[config.mk]
export PLATFORM = sky130hd
export DESIGN_NAME = demux_pipeline
export DESIGN_NICKNAME = d
export VERILOG_FILES = /design/src/rtl/demux_pipeline.sv
export SDC_FILE = /design/constraint.sdc
export NUM_CORES = 1
export LEC_CHECK = 0
export BUFFER_PORTS_ARGS = -buffer_cell sky130_fd_sc_hd__buf_2
export CELL_PAD_IN_SITES_DETAIL_PLACEMENT = 1
export CELL_PAD_IN_SITES_GLOBAL_PLACEMENT = 2
export CORE_MARGIN = 8
export CORE_UTILIZATION = 25
export DETAILED_ROUTE_END_ITERATION = 8
export GPL_ROUTABILITY_DRIVEN = 0
export PLACE_DENSITY_LB_ADDON = 0.2
export SYNTH_ARGS = -nofsm -noshare
export SYNTH_HDL_FRONTEND = slang
export SYNTH_SLANG_ARGS = --single-unit
[constraint.sdc]
create_clock -name clk -period 0.8 [get_ports clk]
set_clock_uncertainty 0.05 [all_clocks]
set_input_delay 0.12 -clock clk [delete_from_list [all_inputs] [get_ports clk]]
set_output_delay 0.12 -clock clk [all_outputs]
set_load 0.1 [all_outputs]
[src/rtl/demux_pipeline.sv]
// demux_pipeline: pipelined 1:N demultiplexer built as a tree of registered
// DEMUX_SIZE-way split stages. Every accepted word takes exactly LATENCY
// clocks to reach its lane, so one word can be issued per clock.
//
// Handshake: a word is taken whenever in_valid=1 on a rising edge (there is
// no ready; the block never stalls). Lane k reports delivery with a
// one-cycle out_valid[k] pulse, and out lane k carries the word in that
// same cycle.
//
// Stage s of the tree holds one register set per node that leads to at
// least one real lane (index < OUTPUT_COUNT). Nodes whose subtree contains
// only non-existent lanes are tied to zero instead of being registered, so
// words steered toward them simply vanish.
module demux_pipeline #(
    parameter int WIDTH        = 4,
    parameter int OUTPUT_COUNT = 2,
    parameter int DEMUX_SIZE   = 2,
    parameter int HOLD         = 1
) (
    input  logic                            clk,
    input  logic                            rst,
    input  logic [$clog2(OUTPUT_COUNT)-1:0] sel,
    input  logic                            in_valid,
    input  logic [WIDTH-1:0]                in,
    output logic [WIDTH*OUTPUT_COUNT-1:0]   out,
    output logic [OUTPUT_COUNT-1:0]         out_valid
);

    // Smallest L >= 1 with ds**L >= oc.
    function automatic int calc_levels(input int oc, input int ds);
        int     l;
        longint span;
        l    = 1;
        span = ds;
        while (span < oc) begin
            span = span * ds;
            l    = l + 1;
        end
        return l;
    endfunction

    function automatic int ipow(input int b, input int e);
        int r;
        r = 1;
        for (int i = 0; i < e; i++) begin
            r = r * b;
        end
        return r;
    endfunction

    localparam int SB      = $clog2(DEMUX_SIZE);
    localparam int LEVELS  = calc_levels(OUTPUT_COUNT, DEMUX_SIZE);
    localparam int LATENCY = LEVELS;
    localparam int SELW    = LEVELS * SB;
    localparam int MAXN    = ipow(DEMUX_SIZE, LEVELS);

    if (OUTPUT_COUNT < 2) begin : g_bad_count
        $error("demux_pipeline: OUTPUT_COUNT must be >= 2");
    end
    if (DEMUX_SIZE < 2 || (DEMUX_SIZE & (DEMUX_SIZE - 1)) != 0) begin : g_bad_size
        $error("demux_pipeline: DEMUX_SIZE must be a power of two >= 2");
    end

    // Per-stage node views; pruned nodes read as constant zero.
    logic [WIDTH-1:0] data_w [LEVELS][MAXN];
    logic             vld_w  [LEVELS][MAXN];
    logic [SELW-1:0]  sel_w  [LEVELS][MAXN];

    // Out-of-range selects are dropped at the root rather than relying only
    // on pruning, which keeps the discard explicit.
    logic            root_vld;
    logic [SELW-1:0] root_sel;

    assign root_vld = in_valid && (32'(sel) < 32'(OUTPUT_COUNT));
    assign root_sel = SELW'(sel);

    for (genvar s = 0; s < LEVELS; s++) begin : g_stage
        for (genvar j = 0; j < MAXN; j++) begin : g_node
            localparam int SPAN  = ipow(DEMUX_SIZE, LEVELS - 1 - s);
            localparam int NODES = ipow(DEMUX_SIZE, s + 1);
            localparam bit LIVE  = (j < NODES) && (j * SPAN < OUTPUT_COUNT);
            localparam bit LAST  = (s == LEVELS - 1);

            if (LIVE) begin : g_live
                localparam logic [SB-1:0] DIGIT = SB'(j % DEMUX_SIZE);

                logic             par_vld;
                logic [WIDTH-1:0] par_data;
                logic [SELW-1:0]  par_sel;

                if (s == 0) begin : g_root_par
                    assign par_vld  = root_vld;
                    assign par_data = in;
                    assign par_sel  = root_sel;
                end else begin : g_node_par
                    assign par_vld  = vld_w[s-1][j/DEMUX_SIZE];
                    assign par_data = data_w[s-1][j/DEMUX_SIZE];
                    assign par_sel  = sel_w[s-1][j/DEMUX_SIZE];
                end

                logic             vld_d, vld_q;
                logic [WIDTH-1:0] data_d, data_q;
                logic [SELW-1:0]  sel_d, sel_q;

                // Accept the parent's word only when this node is the digit's target.
                always_comb begin
                    vld_d  = par_vld && (par_sel[(LEVELS-1-s)*SB +: SB] == DIGIT);
                    data_d = data_q;
                    sel_d  = sel_q;
                    if (vld_d) begin
                        data_d = par_data;
                        sel_d  = LAST ? '0 : par_sel;
                    end else if (LAST && HOLD == 0) begin
                        data_d = '0;
                    end
                end

                // Node registers; reset flushes anything in flight.
                always_ff @(posedge clk) begin
                    if (rst) begin
                        vld_q  <= 1'b0;
                        data_q <= '0;
                        sel_q  <= '0;
                    end else begin
                        vld_q  <= vld_d;
                        data_q <= data_d;
                        sel_q  <= sel_d;
                    end
                end

                assign vld_w[s][j]  = vld_q;
                assign data_w[s][j] = data_q;
                assign sel_w[s][j]  = sel_q;
            end else begin : g_pruned
                assign vld_w[s][j]  = 1'b0;
                assign data_w[s][j] = '0;
                assign sel_w[s][j]  = '0;
            end
        end
    end

    // The last stage registers are the lanes themselves.
    for (genvar k = 0; k < OUTPUT_COUNT; k++) begin : g_lane
        assign out[k*WIDTH +: WIDTH] = data_w[LEVELS-1][k];
        assign out_valid[k]          = vld_w[LEVELS-1][k];
    end

endmodule

# Word-level counts from Yosys, hierarchy flattened
# Index checks and enable logic that the tools add are counted.
# W data, S select, Z words.
[op_classes]
bitwise = 1
n_reduce_logical = 2
[ops]
columns = ["cell", "n"]
rows = [
  ["$logic_and A1 B1 Y1", 2],
  ["$not A1 Y1", 1],
]
[word_totals]
reg_bits = 10
output_inout_bits = 10
word_cells = 7

# Depth between registers and ports, before layout
[logic_depth]
word_depth = 2
ltp_mapped = 3
ltp_nobuf = 2

# Worst setup path after synthesis
# No wires, ideal clock.
[synth_path]
kind = "reg-to-reg"
startpoint = "register, netlist name g_stage[0].g_node[0].g_live.data_q[0]"
endpoint = "register g_stage[0].g_node[0].g_live.data_q[0]"
setup_ns = 0.072
t_arrival_ns = 1.160
slack_ns = -0.482
path_stages_with_launch = 3
path_buffers = 0
cell_sequence = "dfxtp_1 > nand2b_1 > mux2i_1"
[synth_rtl]
columns = ["item", "line_no", "text"]
rows = [
  ["end signal: assignment", "126", "data_q <= data_d;"],
  ["end: declaration", "102", "logic [WIDTH-1:0] data_d, data_q;"],
]

# Final worst setup path
[layout_path]
startpoint = "register g_stage[0].g_node[1].g_live.data_q[2]"
endpoint = "output out[6]"
[layout_rtl]
columns = ["item", "line_no", "text"]
rows = [
  ["start: declaration", "102", ""],
  ["start signal: assignment", "126", ""],
  ["end: declaration", "25", "output logic [WIDTH*OUTPUT_COUNT-1:0] out,"],
]
# No word-level cell between the ends.

==> metrics.cfg <==
[pwr]
swShare_pct = 33.3
vdd_drop_max_mv = 1.03
power_density_mw_per_mm2 = 1800
switchingPower_w = 0.000421
clkPwrFrac_pct = 28.6
finalPower_w = 0.00126
p_int_w = 0.000842
pwr-share-comb_pct = 29.0
power_leakage_nw = 0.304
p_seq_share_pct = 42.4

[placement]
post-place-ws_ns = -0.0321
dp_cells = 69
port_buffers = 17

[die]
die-area_mm2 = 0.00326
die_w_um = 57.1
ioPinCount = 18
start_util_pct = 25.5
core_mm2 = 0.00165
die_h_um = 57.1
num_rows = 15

[global_routing]
grt_pass1_vias = 344
grt_max_degree = 15
grt_overflow_total = 0
grtUsageTotal_pct = 6.86
antenna_found_initial = 0
grt_pass1_wl_mm = 1.69

[routing]
wirelength_mm = 1.02
drc_errors = 0
post_drt_wl_per_cell_um = 13.8
first_pass_iters = 2
num_vias = 314
drtIter0Drc = 1
via_per_inst = 4.24
drtAntennaViolNets = 0

[cells_and_area]
drive_above_1_share_pct = 54.4
diodes = 0
final-instance-count-excl-fill = 74
multi_input_area_um2 = 179
nets = 66
fillers = 184
final_cell_mix = nand2b_1 (13), buf_12 (10), mux2i_1 (8), dfxtp_4 (8), buf_2 (7)
areaGrowthSynthToFinish_pct = 66.5
layout_commonest_cell = nand2b_1
fin_util_pct = 42.5
seq_area_um2 = 233

[sta]
setup_violations = 10
fmax_mhz = 1030
worst_slew_pin_slew_ns = 0.268
period_needed_ns = 0.969
tns_ns = -1.55
rsz0062_at_grt = yes
setup_slack_ns = -0.169
finalCritPeriodShare_pct = 121
relSlewSlack_pct = 82.1
maxSlewViolCount = 0
finalHoldViolCount = 0

[clock_tree]
cts_buffers = 3
clk_pin_slew_ns = 0.07
cts_sinks = 10
insertion_delay_ns = 0.26
cts-root-buf = clkbuf_4
cts_tree = yes
cts_buffer_depth = 2
ctsHtreeMaxLevel = 1
postCtsHoldBufs = 0

[synth]
yosysTopAreaCell = dfxtp_1
synth.area.top_cells = dfxtp_1 (47%), nand2b_1 (19%), mux2i_1 (19%)
yosys_warnings = 0
ys_ff_latch = 10
ys_seq_area_share_pct = 47.5
syn-cell-area_um2 = 422
netlist.area_leader.share_pct = 47.5
syn_nets = 48
avgSynthCellArea_um2 = 10.5
synth_cells = 40
ys_types = 9

[setup_path]
crit_family = flip-flops
cpMaxStageDelayCell = dfxtp_4
path_cells = buf_12
start_kind = flip-flop
cp_max_fo = 2
critPathCaptureType = primary output
arrival_ns = 0.80
crit_required_ns = 0.63
slowest_delay_ns = 0.36
path_class = reg -> out
crit_buf_inv = 1

[min_path]
hold_class = in -> reg

[run]
drv_cap = 0

[run_status]
violations = negative setup slack
status = finished with violations

## worst paths after layout
| check | from | end | slack (ns) | depth (start not counted) |
|---|---|---|---|---|
| setup / recovery | g_stage[0].g_node[1].g_live.data_q[2]$_SDFFE_PP0P_ | out[6] | -0.17 | 1 |
| hold / removal | in[2] | g_stage[0].g_node[1].g_live.data_q[2]$_SDFFE_PP0P_ | 0.09 | 3 |
| setup reg to reg | g_stage[0].g_node[0].g_live.data_q[0]$_SDFFE_PP0P_ | g_stage[0].g_node[0].g_live.data_q[0]$_SDFFE_PP0P_ | 0.03 | 3 |
| hold reg to reg | g_stage[0].g_node[1].g_live.data_q[2]$_SDFFE_PP0P_ | g_stage[0].g_node[1].g_live.data_q[2]$_SDFFE_PP0P_ | 0.46 | 2 |
## timing repair
| action | 4_1_cts | 5_1_grt |
|---|---|---|
| setup buffers | 0 | 1 |
| resized for setup | 2 | 0 |
| setup endpoints to repair | 10 | 10 |
## state kept, by name, indices dropped and copies added (netlist names)
| signal | count |
|---|---|
| g_stage.g_node.g_live.data_q | 8 |
| g_stage.g_node.g_live.vld_q | 2 |
## power groups by stage
stage / registers [W] / clock network, W / logic (W)
floorplan: 0.000683 / 0 / 0.000102
CTS: 0.000538 / 0.000368 / 0.000367
global route: 0.000539 / 0.000400 / 0.000381
finish: 0.000536 / 0.000361 / 0.000367
global placement: 0.000546 / 0 / 0.000361
detailed placement: 0.000548 / 0 / 0.000366
## worst register-to-register path, cell delays in order (launching register included)
cell and delay, ns:
dfxtp_4 0.35, buf_4 0.12, nand2b_1 0.06, mux2i_1 0.07
## through the flow
step | cell area [µm²] | hold WS (ns)
after floorplan | 452 | 0.228
after global placement | 666 | 0.360
after detailed placement | 666 | 0.368
after CTS | 694 | 0.0870
after global routing | 702 | 0.105
final | 702 | 0.0852
## synth_stat cells
master and instances:
and2_1 1, buf_6 2, buf_4 2, dfxtp_1 10, buf_2 1, nor2_1 2
mux2i_1 8, nand2b_1 13, nand2_1 1
## layout make-up
| class | instances | area share [%] |
|---|---|---|
| clock buffers | 4 | 3.74 |
| well taps | 17 | 3.03 |
| multi-input cells | 25 | 25.5 |
| flip-flops and latches | 10 | 33.2 |
| repair buffers | 18 | 34.6 |
## metal layers
metal | GRT usage (%) | routed length, µm
met5 | 0 | 0
met1 | 7.71 | 427
met2 | 9.92 | 481
met3 | 3.10 | 85
met4 | 5.03 | 27
## logic make-up (layout without fill, tap and decap cells)
family        after synthesis  after routing  share of synthesized area (%)
buf+inv                     5             22                           10.1
mux                         8              8                           19.0
flops                      10             10                           47.5
simple gates               17             17                           23.4
Note: power is estimated with default switching activity, not from simulation.
